**src/rtl/dsbpm_axi_pkg.sv**
```systemverilog
// Shared AXI constants, beat sizing helpers and readout FSM states
// for the DDR record readout engine.
package dsbpm_axi_pkg;
  localparam logic [1:0] AXI_BURST_INCR = 2'b01;
  localparam logic [1:0] AXI_RESP_OKAY  = 2'b00;

  typedef enum logic [1:0] {
    ST_IDLE,
    ST_ADDR,
    ST_DATA,
    ST_FINISH
  } rd_state_e;

  function automatic int beat_bytes(input int data_width);
    return data_width / 8;
  endfunction

  function automatic int size_log2(input int data_width);
    return $clog2(data_width / 8);
  endfunction
endpackage

```
**src/rtl/dsbpm_ddr_readout_axis_out_reg.sv**
```systemverilog
// One-stage valid/ready output register for the readout stream;
// holds a single beat of tdata/tlast until the consumer takes it.
module axis_out_reg
  import dsbpm_axi_pkg::*;
#(
  parameter int DATA_WIDTH = 256
) (
  input  logic                  i_clk,
  input  logic                  i_rst,
  input  logic                  i_load,
  input  logic [DATA_WIDTH-1:0] i_data,
  input  logic                  i_last,
  input  logic                  i_ready,
  output logic                  o_can_load,
  output logic                  o_valid,
  output logic [DATA_WIDTH-1:0] o_data,
  output logic                  o_last
);
  logic                  r_valid;
  logic [DATA_WIDTH-1:0] r_data;
  logic                  r_last;

  assign o_can_load = !r_valid || i_ready;
  assign o_valid    = r_valid;
  assign o_data     = r_data;
  assign o_last     = r_last;

  always_ff @(posedge i_clk or posedge i_rst) begin
    if (i_rst) begin
      r_valid <= 1'b0;
      r_data  <= '0;
      r_last  <= 1'b0;
    end else if (i_load) begin
      r_valid <= 1'b1;
      r_data  <= i_data;
      r_last  <= i_last;
    end else if (i_ready) begin
      r_valid <= 1'b0;
      r_last  <= 1'b0;
    end
  end
endmodule

```
**src/rtl/dsbpm_ddr_readout.sv**
```systemverilog
// AXI4 read engine: fetches recorded DDR records in INCR bursts
// and streams them out through a one-stage AXI-Stream register.
module dsbpm_ddr_readout
  import dsbpm_axi_pkg::*;
#(
  parameter int AXI_ADDR_WIDTH = 35,
  parameter int AXI_DATA_WIDTH = 256,
  parameter int BURST_BEATS    = 16,
  parameter int COUNT_WIDTH    = 24
) (
  input  logic                      sysClk,
  input  logic                      sysReset,
  input  logic                      start,
  input  logic                      abort,
  input  logic [AXI_ADDR_WIDTH-1:0] baseAddr,
  input  logic [COUNT_WIDTH-1:0]    beatCount,
  output logic                      busy,
  output logic                      done,
  output logic                      error,
  output logic [COUNT_WIDTH-1:0]    beatsRead,
  output logic [AXI_ADDR_WIDTH-1:0] m_axi_araddr,
  output logic [7:0]                m_axi_arlen,
  output logic [2:0]                m_axi_arsize,
  output logic [1:0]                m_axi_arburst,
  output logic                      m_axi_arvalid,
  input  logic                      m_axi_arready,
  input  logic [AXI_DATA_WIDTH-1:0] m_axi_rdata,
  input  logic [1:0]                m_axi_rresp,
  input  logic                      m_axi_rlast,
  input  logic                      m_axi_rvalid,
  output logic                      m_axi_rready,
  output logic [AXI_DATA_WIDTH-1:0] m_axis_tdata,
  output logic                      m_axis_tvalid,
  output logic                      m_axis_tlast,
  input  logic                      m_axis_tready
);
  localparam int BEAT_BYTES = beat_bytes(AXI_DATA_WIDTH);
  localparam int SIZE_LOG2  = size_log2(AXI_DATA_WIDTH);
  localparam int ALIGN_BITS = $clog2(BURST_BEATS * BEAT_BYTES);
  localparam logic [COUNT_WIDTH-1:0] LP_BURST = COUNT_WIDTH'(BURST_BEATS);
  localparam logic [COUNT_WIDTH-1:0] LP_ONE   = COUNT_WIDTH'(1);

  rd_state_e                 r_state;
  rd_state_e                 w_next;
  logic [AXI_ADDR_WIDTH-1:0] r_addr;
  logic [COUNT_WIDTH-1:0]    r_req_remain;
  logic [COUNT_WIDTH-1:0]    r_burst_left;
  logic [COUNT_WIDTH-1:0]    r_beats;
  logic                      r_error;
  logic                      r_drain;

  logic [COUNT_WIDTH-1:0]    w_burst;
  logic [7:0]                w_arlen;
  logic [AXI_ADDR_WIDTH-1:0] w_step;
  logic                      w_misalign;
  logic                      w_burst_end;
  logic                      w_beat_err;
  logic                      w_last_in;
  logic                      w_start_ok;
  logic                      w_arvalid;
  logic                      w_ar_hs;
  logic                      w_rready;
  logic                      w_r_hs;
  logic                      w_load;
  logic                      w_done;
  logic                      w_can_load;
  logic                      w_tvalid;

  assign w_burst     = (r_req_remain >= LP_BURST) ? LP_BURST : r_req_remain;
  assign w_arlen     = 8'(w_burst - LP_ONE);
  assign w_step      = AXI_ADDR_WIDTH'(w_burst) << SIZE_LOG2;
  assign w_misalign  = baseAddr[ALIGN_BITS-1:0] != '0;
  assign w_burst_end = r_burst_left == LP_ONE;
  assign w_beat_err  = (m_axi_rresp != AXI_RESP_OKAY) ||
                       (m_axi_rlast != w_burst_end);
  // Last beat of the run: nothing left to request and this burst ends.
  assign w_last_in   = (r_req_remain == '0) && w_burst_end;

  always_ff @(posedge sysClk or posedge sysReset) begin
    if (sysReset) r_state <= ST_IDLE;
    else          r_state <= w_next;
  end

  always_comb begin
    w_next     = r_state;
    w_start_ok = 1'b0;
    w_arvalid  = 1'b0;
    w_ar_hs    = 1'b0;
    w_rready   = 1'b0;
    w_r_hs     = 1'b0;
    w_load     = 1'b0;
    w_done     = 1'b0;
    unique case (r_state)
      ST_IDLE: begin
        if (start) begin
          w_start_ok = 1'b1;
          if (w_misalign || beatCount == '0) w_next = ST_FINISH;
          else                               w_next = ST_ADDR;
        end
      end
      ST_ADDR: begin
        w_arvalid = 1'b1;
        w_ar_hs   = m_axi_arready;
        if (m_axi_arready) w_next = ST_DATA;
        else if (abort)    w_next = ST_FINISH;
      end
      ST_DATA: begin
        w_rready = r_drain || w_can_load;
        w_r_hs   = w_rready && m_axi_rvalid;
        w_load   = w_r_hs && !r_drain;
        if (w_r_hs && w_burst_end) begin
          if (r_req_remain != '0 && !r_drain && !abort &&
              !r_error && !w_beat_err)
            w_next = ST_ADDR;
          else
            w_next = ST_FINISH;
        end
      end
      ST_FINISH: begin
        if (!w_tvalid) begin
          w_done = 1'b1;
          w_next = ST_IDLE;
        end
      end
      default: w_next = ST_IDLE;
    endcase
  end

  always_ff @(posedge sysClk or posedge sysReset) begin
    if (sysReset) begin
      r_addr       <= '0;
      r_req_remain <= '0;
      r_burst_left <= '0;
      r_beats      <= '0;
      r_error      <= 1'b0;
      r_drain      <= 1'b0;
    end else begin
      if (w_tvalid && m_axis_tready) r_beats <= r_beats + LP_ONE;
      if (w_start_ok) begin
        r_addr       <= baseAddr;
        r_req_remain <= beatCount;
        r_beats      <= '0;
        r_error      <= w_misalign;
        r_drain      <= 1'b0;
      end
      if (w_ar_hs) begin
        r_addr       <= r_addr + w_step;
        r_req_remain <= r_req_remain - w_burst;
        r_burst_left <= w_burst;
      end
      if (w_r_hs) begin
        r_burst_left <= r_burst_left - LP_ONE;
        if (w_beat_err) r_error <= 1'b1;
      end
      // An accepted burst must still be drained once abort is seen.
      if ((r_state == ST_DATA || w_ar_hs) && abort) r_drain <= 1'b1;
    end
  end

  axis_out_reg #(
    .DATA_WIDTH(AXI_DATA_WIDTH)
  ) u_out (
    .i_clk     (sysClk),
    .i_rst     (sysReset),
    .i_load    (w_load),
    .i_data    (m_axi_rdata),
    .i_last    (w_last_in),
    .i_ready   (m_axis_tready),
    .o_can_load(w_can_load),
    .o_valid   (w_tvalid),
    .o_data    (m_axis_tdata),
    .o_last    (m_axis_tlast)
  );

  assign busy          = r_state != ST_IDLE;
  assign done          = w_done;
  assign error         = r_error;
  assign beatsRead     = r_beats;
  assign m_axi_araddr  = r_addr;
  assign m_axi_arlen   = w_arvalid ? w_arlen : 8'd0;
  assign m_axi_arsize  = 3'(SIZE_LOG2);
  assign m_axi_arburst = AXI_BURST_INCR;
  assign m_axi_arvalid = w_arvalid;
  assign m_axi_rready  = w_rready;
  assign m_axis_tvalid = w_tvalid;
endmodule

```
**config.mk**
```make
export PLATFORM = sky130hd
export DESIGN_NAME = dsbpm_ddr_readout
export DESIGN_NICKNAME = d
export VERILOG_FILES = /design/src/rtl/dsbpm_axi_pkg.sv /design/src/rtl/dsbpm_ddr_readout_axis_out_reg.sv /design/src/rtl/dsbpm_ddr_readout.sv
export SDC_FILE = /design/constraint.sdc
export NUM_CORES = 1
export LEC_CHECK = 0
export ABC_AREA = 1
export CAP_MARGIN = 20
export CORE_ASPECT_RATIO = 0.9
export CORE_MARGIN = 8
export CORE_UTILIZATION = 30
export CTS_BUF_LIST = sky130_fd_sc_hd__clkbuf_8
export DETAILED_ROUTE_END_ITERATION = 8
export PLACE_DENSITY = 0.63
export SLEW_MARGIN = 20
export SYNTH_ARGS = -nofsm -noshare
export SYNTH_HDL_FRONTEND = slang
export SYNTH_SLANG_ARGS = --single-unit
```
**constraint.sdc**
```tcl
create_clock -name sysClk -period 17 [get_ports sysClk]
set_input_delay 3.4 -clock sysClk [delete_from_list [all_inputs] [get_ports sysClk]]
set_output_delay 3.4 -clock sysClk [all_outputs]
set_load 0.005 [all_outputs]
```
==> results.yml, run 1 <==
yosys:
  synth-edff-count: 0
  synth.avg_cell_area_sq_um: 10.3
  synth_xor_area_share_pct: 0.908
  synth_compound_area_share_pct: 7.49
  ys_seq_area_share_pct: 53.2
  synth_top_family_by_area: "multiplexers"
  synthMuxAreaShare_pct: 16.6
  synthDistinctLibCells: 55
  ys_ff_latch: 369
  async_reset_ff_share_pct: 100
  netlist_instances: 1678
  synth_ff_type: "dfrtp_1"
  syn_area_sq_mm: 0.0174
  yosys_warnings: 0
  synthSimpleGateAreaFrac_pct: 14.4
  synthAdderAreaFrac_pct: 2.13
critical_path:
  start_kind: "primary input"
  crit_cells: 6
  cp_num_buf_inv: 4
  arrival_ns: 4.88
  slowest_delay_ns: 0.58
  worstRegToRegCells: 11
  path_class: "primary input to output port"
  crit_family: "buffers and inverters"
  path_cells: "clkdlybuf4s50_1, inv_1, nand3_1, nand2_1, inv_2, clkdlybuf4s50_1"
  worst-path-max-fanout: 3
  crit_top_cell: "clkdlybuf4s50_1"
  end_kind: "output port"
  cpMaxStageDelayCell: "clkdlybuf4s50_1"
  worstPathRequired_ns: 13.60
final_layout:
  final_cell_count_no_fill: 3195
  area.growth.synth_to_final_pct: 50.5
  drive_gt1_share_pct: 8.26
  fin_nets: 2736
  fillers: 5394
cts:
  ctsHoldBuffers: 0
  cts.sinks: 369
  cts_setup_buffers: 0
  cts_buffers: 70
  cts_resized: 0
  root_buffer: "clkbuf_8"
  clk_pin_slew_worst_paths_ns: 0.05
  cts_tree: "built"
  clock_latency_ns: 0.63
  htreeDepth: 3
  clk_path_buf_depth: 3
routing:
  vias: 15200
  wl_mm: 72.8
  drt_first_pass_iters: 5
  drcViolationCount: 0
  via_per_inst: 4.74
  ant_nets: 0
  wl_per_cell_um: 22.8
  drtIter0Drc: 834
placement:
  gp_congestion: 0.879
  io_buffers: 654
  place_hpwl_mm: 57.3
  dp_cells: 3074
global_routing:
  grt_max_degree: 124
  grt-ovfl-total: 0
  grt_pass1_wl_mm: 107
  track_usage_pct: 21.5
  grt_use_met3_pct: 6.22
  grt_pass1_vias: 15600
  grt_util_met1_pct: 25.8
  busiest_layer: "met2"
  met2_usage_pct: 37.7
  antenna_found_initial: 13
timing:
  max_slew_margin_pct: 33.5
  skew_ns: 0.0326
  finalSetupTns_ns: 0
  period_share_pct: 48.7
  worst_slew_pin_slew_ns: 0.998
  finalSetupViolations: 0
  finalMaxSlewViolations: 0
  period_minus_slack_ns: 8.28
  hold_viol: 0
  rsz0062_at_grt: "no"
  fmax_mhz: 121
floorplan:
  die_x_um: 270
  initial_utilization_pct: 30.4
  core_area_sq_mm: 0.0571
  ioPinCount: 660
  dieArea_sq_mm: 0.0659
  num_rows: 83
  die_h_um: 244
worst_hold_path:
  holdPathStages: 1
  hold_path.class: "flop to flop"
pwr:
  powerDensity_mw_per_mm2: 170
  power_leakage_uw: 0.0116
  ir_worst_vdd_mv: 0.0701
outcome:
  status: "finished, final reports clean"
flow_run:
  cap_violations: 0
-- layout make-up --
| type | count | area (sq um) | area share (%) |
|---|---|---|---|
| clock inverter | 28 | 141 | 0.541 |
| inverter | 172 | 653 | 2.50 |
| timing repair buffer | 666 | 6660 | 25.5 |
| multi-input combinational | 1103 | 7320 | 28.0 |
| sequential | 369 | 9230 | 35.3 |
| clock buffer | 84 | 1160 | 4.42 |
| tap | 765 | 957 | 3.66 |
| antenna | 8 | 20.0 | 0.0766 |
-- synthesized netlist by cell type, types with 3 or more instances --
cell type	n	area, sq um
a21oi_1	59	295
a22o_1	8	70.1
a22oi_1	5	37.5
a31oi_1	19	119
buf_1	5	18.8
buf_2	31	155
buf_4	5	37.5
clkbuf_1	16	60.1
dfrtp_1	369	9230
ha_1	28	350
inv_1	161	604
inv_2	10	37.5
mux2_1	207	2330
mux2_2	49	552
nand2_1	265	995
nand2_2	10	62.6
nand3_1	93	465
nand3b_1	4	30.0
nand4_1	18	113
nor2_1	106	398
nor2_2	10	62.6
nor2_4	5	56.3
nor3_1	27	135
nor4_1	10	62.6
o211ai_1	21	158
o21ai_0	60	300
o21ai_1	7	35.0
o21bai_1	5	37.5
o221ai_1	9	78.8
o22ai_1	7	43.8
or2_1	3	18.8
xnor2_1	3	26.3
xor2_1	15	131
-- routing by layer --
metal / wire, um / vias to the layer above
met5: 34 / -
li1: - / 7081
met1: 29500 / 7423
met2: 36800 / 552
met3: 4970 / 88
met4: 1410 / 6
-- cell usage in the layout, fill, tap and decap left out, types with 3 or more instances in the layout --
cell / Yosys / final
a21oi_1: 59 / 59
a31oi_1: 19 / 19
o221ai_1: 9 / 9
diode_2: 0 / 8
nand3b_1: 4 / 4
mux2_2: 49 / 49
nor3_1: 27 / 27
inv_2: 10 / 10
o21ai_1: 7 / 7
xnor2_1: 3 / 3
nor2_1: 106 / 105
nand3_1: 93 / 93
dfrtp_1: 369 / 369
o21bai_1: 5 / 5
nand2_1: 265 / 265
conb_1: 2 / 25
o22ai_1: 7 / 7
mux2_1: 207 / 207
o21ai_0: 60 / 60
buf_4: 5 / 11
xor2_1: 15 / 15
ha_1: 28 / 28
nand4_1: 18 / 18
clkdlybuf4s50_1: 0 / 654
inv_1: 161 / 181
a22oi_1: 5 / 5
o211ai_1: 21 / 21
nor2_2: 10 / 10
inv_8: 0 / 4
nor4_1: 10 / 10
or2_1: 3 / 3
a22o_1: 8 / 8
clkbuf_8: 0 / 84
nand2_2: 10 / 9
nor2_4: 5 / 6
-- state kept, by name (all words and copies together), names as in the netlist --
name,count
beatsRead,24
r_drain,1
u_out.o_last,1
u_out.o_valid,1
error,1
u_out.o_data,256
r_req_remain,24
r_burst_left,24
m_axi_araddr,35
r_state,2
-- metrics by stage --
| step | worst slack [ns] | cell area, sq um | total power [uW] | hold slack [ns] | util [%] |
|---|---|---|---|---|---|
| after floorplan | 3.35 | 17500 | 2400 | 0.455 | - |
| after global placement | 8.68 | 24800 | 3580 | 0.471 | 43.4 |
| after detailed placement | 8.70 | 24800 | 3620 | 0.479 | 43.4 |
| after CTS | 8.70 | 26100 | 4490 | 0.492 | 45.7 |
| after global routing | 8.61 | 26100 | 4740 | 0.498 | 45.8 |
| final | 8.72 | 26100 | 4440 | 0.489 | 45.8 |
-- power breakdown --
group / switching [uW] / leakage, uW / internal [uW]
Sequential: 269 / 0.00457 / 1280
Clock: 391 / 0.000743 / 445
Combinational: 959 / 0.00626 / 1090
Total: 1620 / 0.0116 / 2820
-- path summary, 6_finish.rpt --
kind | startpoint | end | slack [ns]
worst max-delay path | m_axis_tready | m_axi_rready | 8.72
max in group asynchronous | sysReset | u_out.o_data[128]$_DFFE_PP0P_ | 10.66
worst min register to register | u_out.o_data[130]$_DFFE_PP0P_ | u_out.o_data[130]$_DFFE_PP0P_ | 0.49
worst max register to register | r_drain$_DFFE_PP0P_ | u_out.o_data[44]$_DFFE_PP0P_ | 12.44
worst min-delay path | u_out.o_data[130]$_DFFE_PP0P_ | u_out.o_data[130]$_DFFE_PP0P_ | 0.49
min in group asynchronous | sysReset | u_out.o_data[187]$_DFFE_PP0P_ | 3.30
-- worst register-to-register path: stages, from the launching register on --
cell and delay, ns:
dfrtp_1 0.38, inv_1 0.18, nand3_1 0.18, nand2_1 0.11, inv_2 0.07, nand2_1 0.32
inv_2 0.26, nand2_8 0.34, buf_16 0.36, buf_4 0.82, buf_4 0.95, mux2_1 0.45
-- cells by family (layout without fill, tap and decap cells) --
group,after synthesis,count (layout)
compound gates,214,214
fa+ha+maj,29,29
mux,256,256
flops,369,369
xor+xnor,18,18
other cells,2,33
buf+inv,229,950
simple gates,561,561
No activity file was read; power rests on OpenSTA's default activity.
==> inputs of run 2 (changes only) <==
Settings changed: PLACE_DENSITY 0.63 to 0.65.
Clock period 17 ns to 6.8 ns, I/O delays scaled along.
==> results.yml, run 2 (synthesized netlist as in run 1, its figures left out) <==
outcome:
  status: "finished, final reports clean"
pwr:
  power_leakage_uw: 0.0117
  ir_worst_vdd_mv: 0.253
  powerDensity_mw_per_mm2: 434
placement:
  io_buffers: 654
  gp_congestion: 0.966
  place_hpwl_mm: 58.1
critical_path:
  path_cells: "nor2_2, nand2_1, nor2_4, nand3_4, nor2_1, inv_1, ha_1, inv_1, nor2_1, a211oi_1, clkdlybuf4s50_1"
  r2r_start: "r_req_remain[16]$_DFFE_PP0P_"
  cp-startpoint: "r_req_remain[16]$_DFFE_PP0P_"
  cpMaxStageDelayCell: "clkdlybuf4s50_1"
  slowest_delay_ns: 0.59
  crit_cells: 11
  path_class: "flop to output port"
  arrival_ns: 3.52
  start_kind: "flop"
  worstPathRequired_ns: 5.44
  end_kind: "output port"
  worst-path-max-fanout: 19
  crit_family: "simple AND/OR/NAND/NOR gates"
  worstRegToRegCells: 18
  cp_num_buf_inv: 3
cts:
  clk_pin_slew_worst_paths_ns: 0.05
  ctsHoldBuffers: 0
  root_buffer: "clkbuf_8"
  cts.sinks: 369
  cts_tree: "built"
  clk_path_buf_depth: 3
  cts_buffers: 70
  cts_resized: 0
  htreeDepth: 3
  cts_setup_buffers: 0
  clock_latency_ns: 0.62
timing:
  period_share_pct: 71.8
  finalMaxSlewViolations: 0
  rsz0062_at_grt: "no"
  hold_viol: 0
  finalSetupTns_ns: 0
  max_slew_margin_pct: 34.2
  skew_ns: 0.0260
  worst_slew_pin_slew_ns: 0.987
  period_minus_slack_ns: 4.88
  fmax_mhz: 205
  finalSetupViolations: 0
final_layout:
  largest_register_ffs: 256
  multi_input_area_sq_mm: 0.00732
  area.growth.synth_to_final_pct: 51.9
  final_util_pct: 46.2
  final_cell_mix: "clkdlybuf4s50_1, dfrtp_1, nand2_1, mux2_1, inv_1"
  fillers: 5320
  drive_gt1_share_pct: 8.97
  fin_nets: 2735
  regArea_sq_mm: 0.00923
  layout_commonest_cell: "clkdlybuf4s50_1"
worst_hold_path:
  hold_path.class: "flop to flop"
  worstHoldStart: "u_out.o_data[137]$_DFFE_PP0P_"
  holdPathStages: 1
routing:
  ant_nets: 0
  drtIter0Drc: 1118
  drt_first_pass_iters: 5
  wl_mm: 73.5
  via_per_inst: 4.83
  vias: 15400
  drcViolationCount: 0
  wl_per_cell_um: 23.0
floorplan:
  dieArea_sq_mm: 0.0659
  die_x_um: 270
  num_rows: 83
  initial_utilization_pct: 30.4
  die_h_um: 244
  ioPinCount: 660
  core_area_sq_mm: 0.0571
global_routing:
  antenna_found_initial: 18
  grt_max_degree: 155
  grt-ovfl-total: 0
  track_usage_pct: 21.6
  grt_pass1_vias: 15700
  grt_pass1_wl_mm: 108
flow_run:
  cap_violations: 0
## run 2: where the power goes
part	leakage (uW)	internal, uW	switching, uW
registers	0.00457	3200	756
clock network	0.000841	1400	1010
logic	0.00626	2740	2350
total	0.0117	7340	4110
## run 2: layer usage
layer	GRT usage, %	part of all wire [%]	vias to the layer above
li1	-	-	7093
met1	28.1	44	7652
met2	35.9	48	583
met3	6.05	6.7	91
met4	3.99	1.5	8
met5	0	0.061	-
## run 2: worst paths after layout
path	slack (ns)	to
max in group asynchronous	4.39	u_out.o_data[49]$_DFFE_PP0P_
setup / recovery	1.92	m_axi_arlen[6]
min in group asynchronous	1.11	u_out.o_data[249]$_DFFE_PP0P_
hold reg to reg	0.49	u_out.o_data[137]$_DFFE_PP0P_
setup reg to reg	3.24	m_axi_araddr[31]$_DFFE_PP0P_
hold / removal	0.49	u_out.o_data[137]$_DFFE_PP0P_
## run 2: stage by stage
stage	power, uW	cell area [sq um]	std cells	worst slack (ns)	hold slack (ns)
after global placement	8930	24800	3074	2.21	0.472
after CTS	11500	26400	3196	1.85	0.492
final	11500	26400	3197	1.92	0.486
after global routing	12200	26400	3197	1.66	0.495
after floorplan	6000	17500	1701	0.488	0.455
after detailed placement	9020	24800	3074	2.16	0.480
## run 2: layout make-up
cell class / count / share of cell area [%]
Sequential cell: 369 / 35.0
Multi-Input combinational cell: 1103 / 27.8
Timing Repair Buffer: 665 / 25.3
Clock buffer: 92 / 4.80
Tap cell: 765 / 3.63
Inverter: 172 / 2.46
Clock inverter: 30 / 1.05
Antenna cell: 1 / 0.00948
==> inputs of run 3 (changes only) <==
Clock period 6.8 ns to 4.2 ns, I/O delays scaled along.
==> results.yml, run 3 (synthesized netlist as in run 1, its figures left out) <==
outcome:
  status: "finished, final reports clean"
routing:
  wl_mm: 73.8
  wl_per_cell_um: 23.1
  wl_met3_mm: 5.16
  ant_nets: 0
  vias: 15500
  met2_length_mm: 35.3
  drt-met1-wl_mm: 31.7
  routed.top_layer: "met5"
  via_per_inst: 4.83
  drtIter0Drc: 1136
  drcViolationCount: 0
  drt_first_pass_iters: 5
final_layout:
  fillers: 5332
  regArea_sq_mm: 0.00923
  multi_input_area_sq_mm: 0.00734
  final_cell_mix: "clkdlybuf4s50_1, dfrtp_1, nand2_1, mux2_1, inv_1"
  largest_register_ffs: 256
  stdcell_area_sq_mm: 0.0264
  layout_commonest_cell: "clkdlybuf4s50_1"
  final_cell_count_no_fill: 3203
  fin_nets: 2746
  drive_gt1_share_pct: 9.11
  area.growth.synth_to_final_pct: 52.0
floorplan:
  core_area_sq_mm: 0.0571
  initial_utilization_pct: 30.4
  die_h_um: 244
  ioPinCount: 660
  num_rows: 83
  dieArea_sq_mm: 0.0659
  die_x_um: 270
global_routing:
  grt_max_degree: 79
  antenna_found_initial: 15
  grt_pass1_vias: 15800
  grt_pass1_wl_mm: 108
  grt-ovfl-total: 0
  track_usage_pct: 21.7
cts:
  clock_latency_ns: 0.64
  root_buffer: "clkbuf_8"
  clk_path_buf_depth: 3
  clk_pin_slew_worst_paths_ns: 0.05
  htreeDepth: 3
  cts_buffers: 69
  ctsHoldBuffers: 0
  cts_tree: "built"
  cts.sinks: 369
placement:
  dp_slack_ns: 0.585
  place_hpwl_mm: 59.2
  placed_cell_area_sq_mm: 0.0250
  io_buffers: 654
  gp_congestion: 0.962
  dp_cells: 3084
critical_path:
  slowest_delay_ns: 0.58
  rr_endpoint: "m_axi_araddr[20]$_DFFE_PP0P_"
  cp-startpoint: "r_req_remain[14]$_DFFE_PP0P_"
  rrSetupSlack_ns: 0.81
  path_class: "flop to output port"
  arrival_ns: 3.10
  cpMaxStageDelayCell: "clkdlybuf4s50_1"
  worstRegToRegCells: 21
  r2r_start: "r_req_remain[14]$_DFFE_PP0P_"
  end_kind: "output port"
  worstPathRequired_ns: 3.36
  worst-path-max-fanout: 4
  path_cells: "nor2_2, nand2_2, nor2_4, nand3_4, nor2_4, inv_1, ha_1, inv_1, nor2_1, a211oi_1, clkdlybuf4s50_1"
  crit_path_end: "m_axi_arlen[6]"
  start_kind: "flop"
flow_run:
  cap_violations: 0
pwr:
  powerDensity_mw_per_mm2: 692
  power_leakage_uw: 0.0117
  ir_worst_vdd_mv: 0.383
timing:
  period_minus_slack_ns: 3.94
  finalMaxSlewViolations: 0
  finalSetupTns_ns: 0
  fin_ws_ns: 0.258
  fmax_mhz: 254
  worst_slew_pin_slew_ns: 0.925
  period_share_pct: 93.9
  skew_ns: 0.0341
  finalSetupViolations: 0
  max_slew_margin_pct: 38.2
  hold_viol: 0
  rsz0062_at_grt: "no"
worst_hold_path:
  hold_path.class: "flop to flop"
[run 3: changes by cell type in the layout (fill, tap and decap cells not counted), moves of 2 or more]
cell and delta:
clkbuf_8 -9, buf_12 +6, buf_4 +6, inv_1 +5, bufinv_16 -3, inv_8 +2
nor2_1 -2, nor2_4 +2
[run 3: final cells by class]
class / instances / share of cell area [%]
Multi-Input combinational cell: 1103 / 27.8
Sequential cell: 369 / 35.0
Tap cell: 765 / 3.63
Clock inverter: 33 / 0.839
Antenna cell: 1 / 0.00948
Inverter: 172 / 2.46
Timing Repair Buffer: 677 / 25.9
Clock buffer: 83 / 4.33
[run 3: worst min-delay path by stage]
stage,start,to,slack [ns],cells after the start
3_3_place_gp,m_axi_araddr[4]$_DFFE_PP0P_,m_axi_araddr[4]$_DFFE_PP0P_,0.47,2
2_1_floorplan,r_burst_left[21]$_DFFE_PP0P_,r_burst_left[21]$_DFFE_PP0P_,0.45,1
3_5_place_dp,m_axi_araddr[4]$_DFFE_PP0P_,m_axi_araddr[4]$_DFFE_PP0P_,0.48,2
6_report,r_burst_left[21]$_DFFE_PP0P_,r_burst_left[21]$_DFFE_PP0P_,0.49,1
5_1_grt,u_out.o_data[178]$_DFFE_PP0P_,u_out.o_data[178]$_DFFE_PP0P_,0.50,1
4_1_cts,r_burst_left[21]$_DFFE_PP0P_,r_burst_left[21]$_DFFE_PP0P_,0.49,1
[run 3: report_power, final]
| part | internal [uW] | switching, uW | total, uW |
|---|---|---|---|
| sequential | 5190 | 1220 | 6410 |
| clock | 1920 | 1580 | 3500 |
| combinational | 4460 | 3890 | 8350 |
| total | 11600 | 6690 | 18300 |
[run 3: per-layer routing]
metal,GRT usage (%),up-vias
met2,36.1,602
li1,-,7105
met1,27.7,7650
met4,5.22,14
met3,6.16,98
met5,0,-
[run 3: worst max-delay path: cells and delay by family (launching register included)]
family | cells | cell delay, ns
AOI/OAI and AO/OA | 1 | 0.30
DFF | 1 | 0.41
adders and majority gates | 1 | 0.22
buffers and inverters | 3 | 0.72
and+or+nand+nor | 6 | 0.82
[run 3: timing repair]
item                       CTS  global route
setup endpoints to repair    2             0
gates resized for setup      5             0
setup buffers                2             0
[run 3: per-stage QoR]
stage / utilization (%) / hold slack [ns] / power [uW]
finish: 46.2 / 0.485 / 18300
global route: 46.2 / 0.497 / 19400
CTS: 46.2 / 0.487 / 18400
detailed placement: 43.8 / 0.477 / 14700
global placement: 43.8 / 0.470 / 14600
floorplan: - / 0.455 / 9720
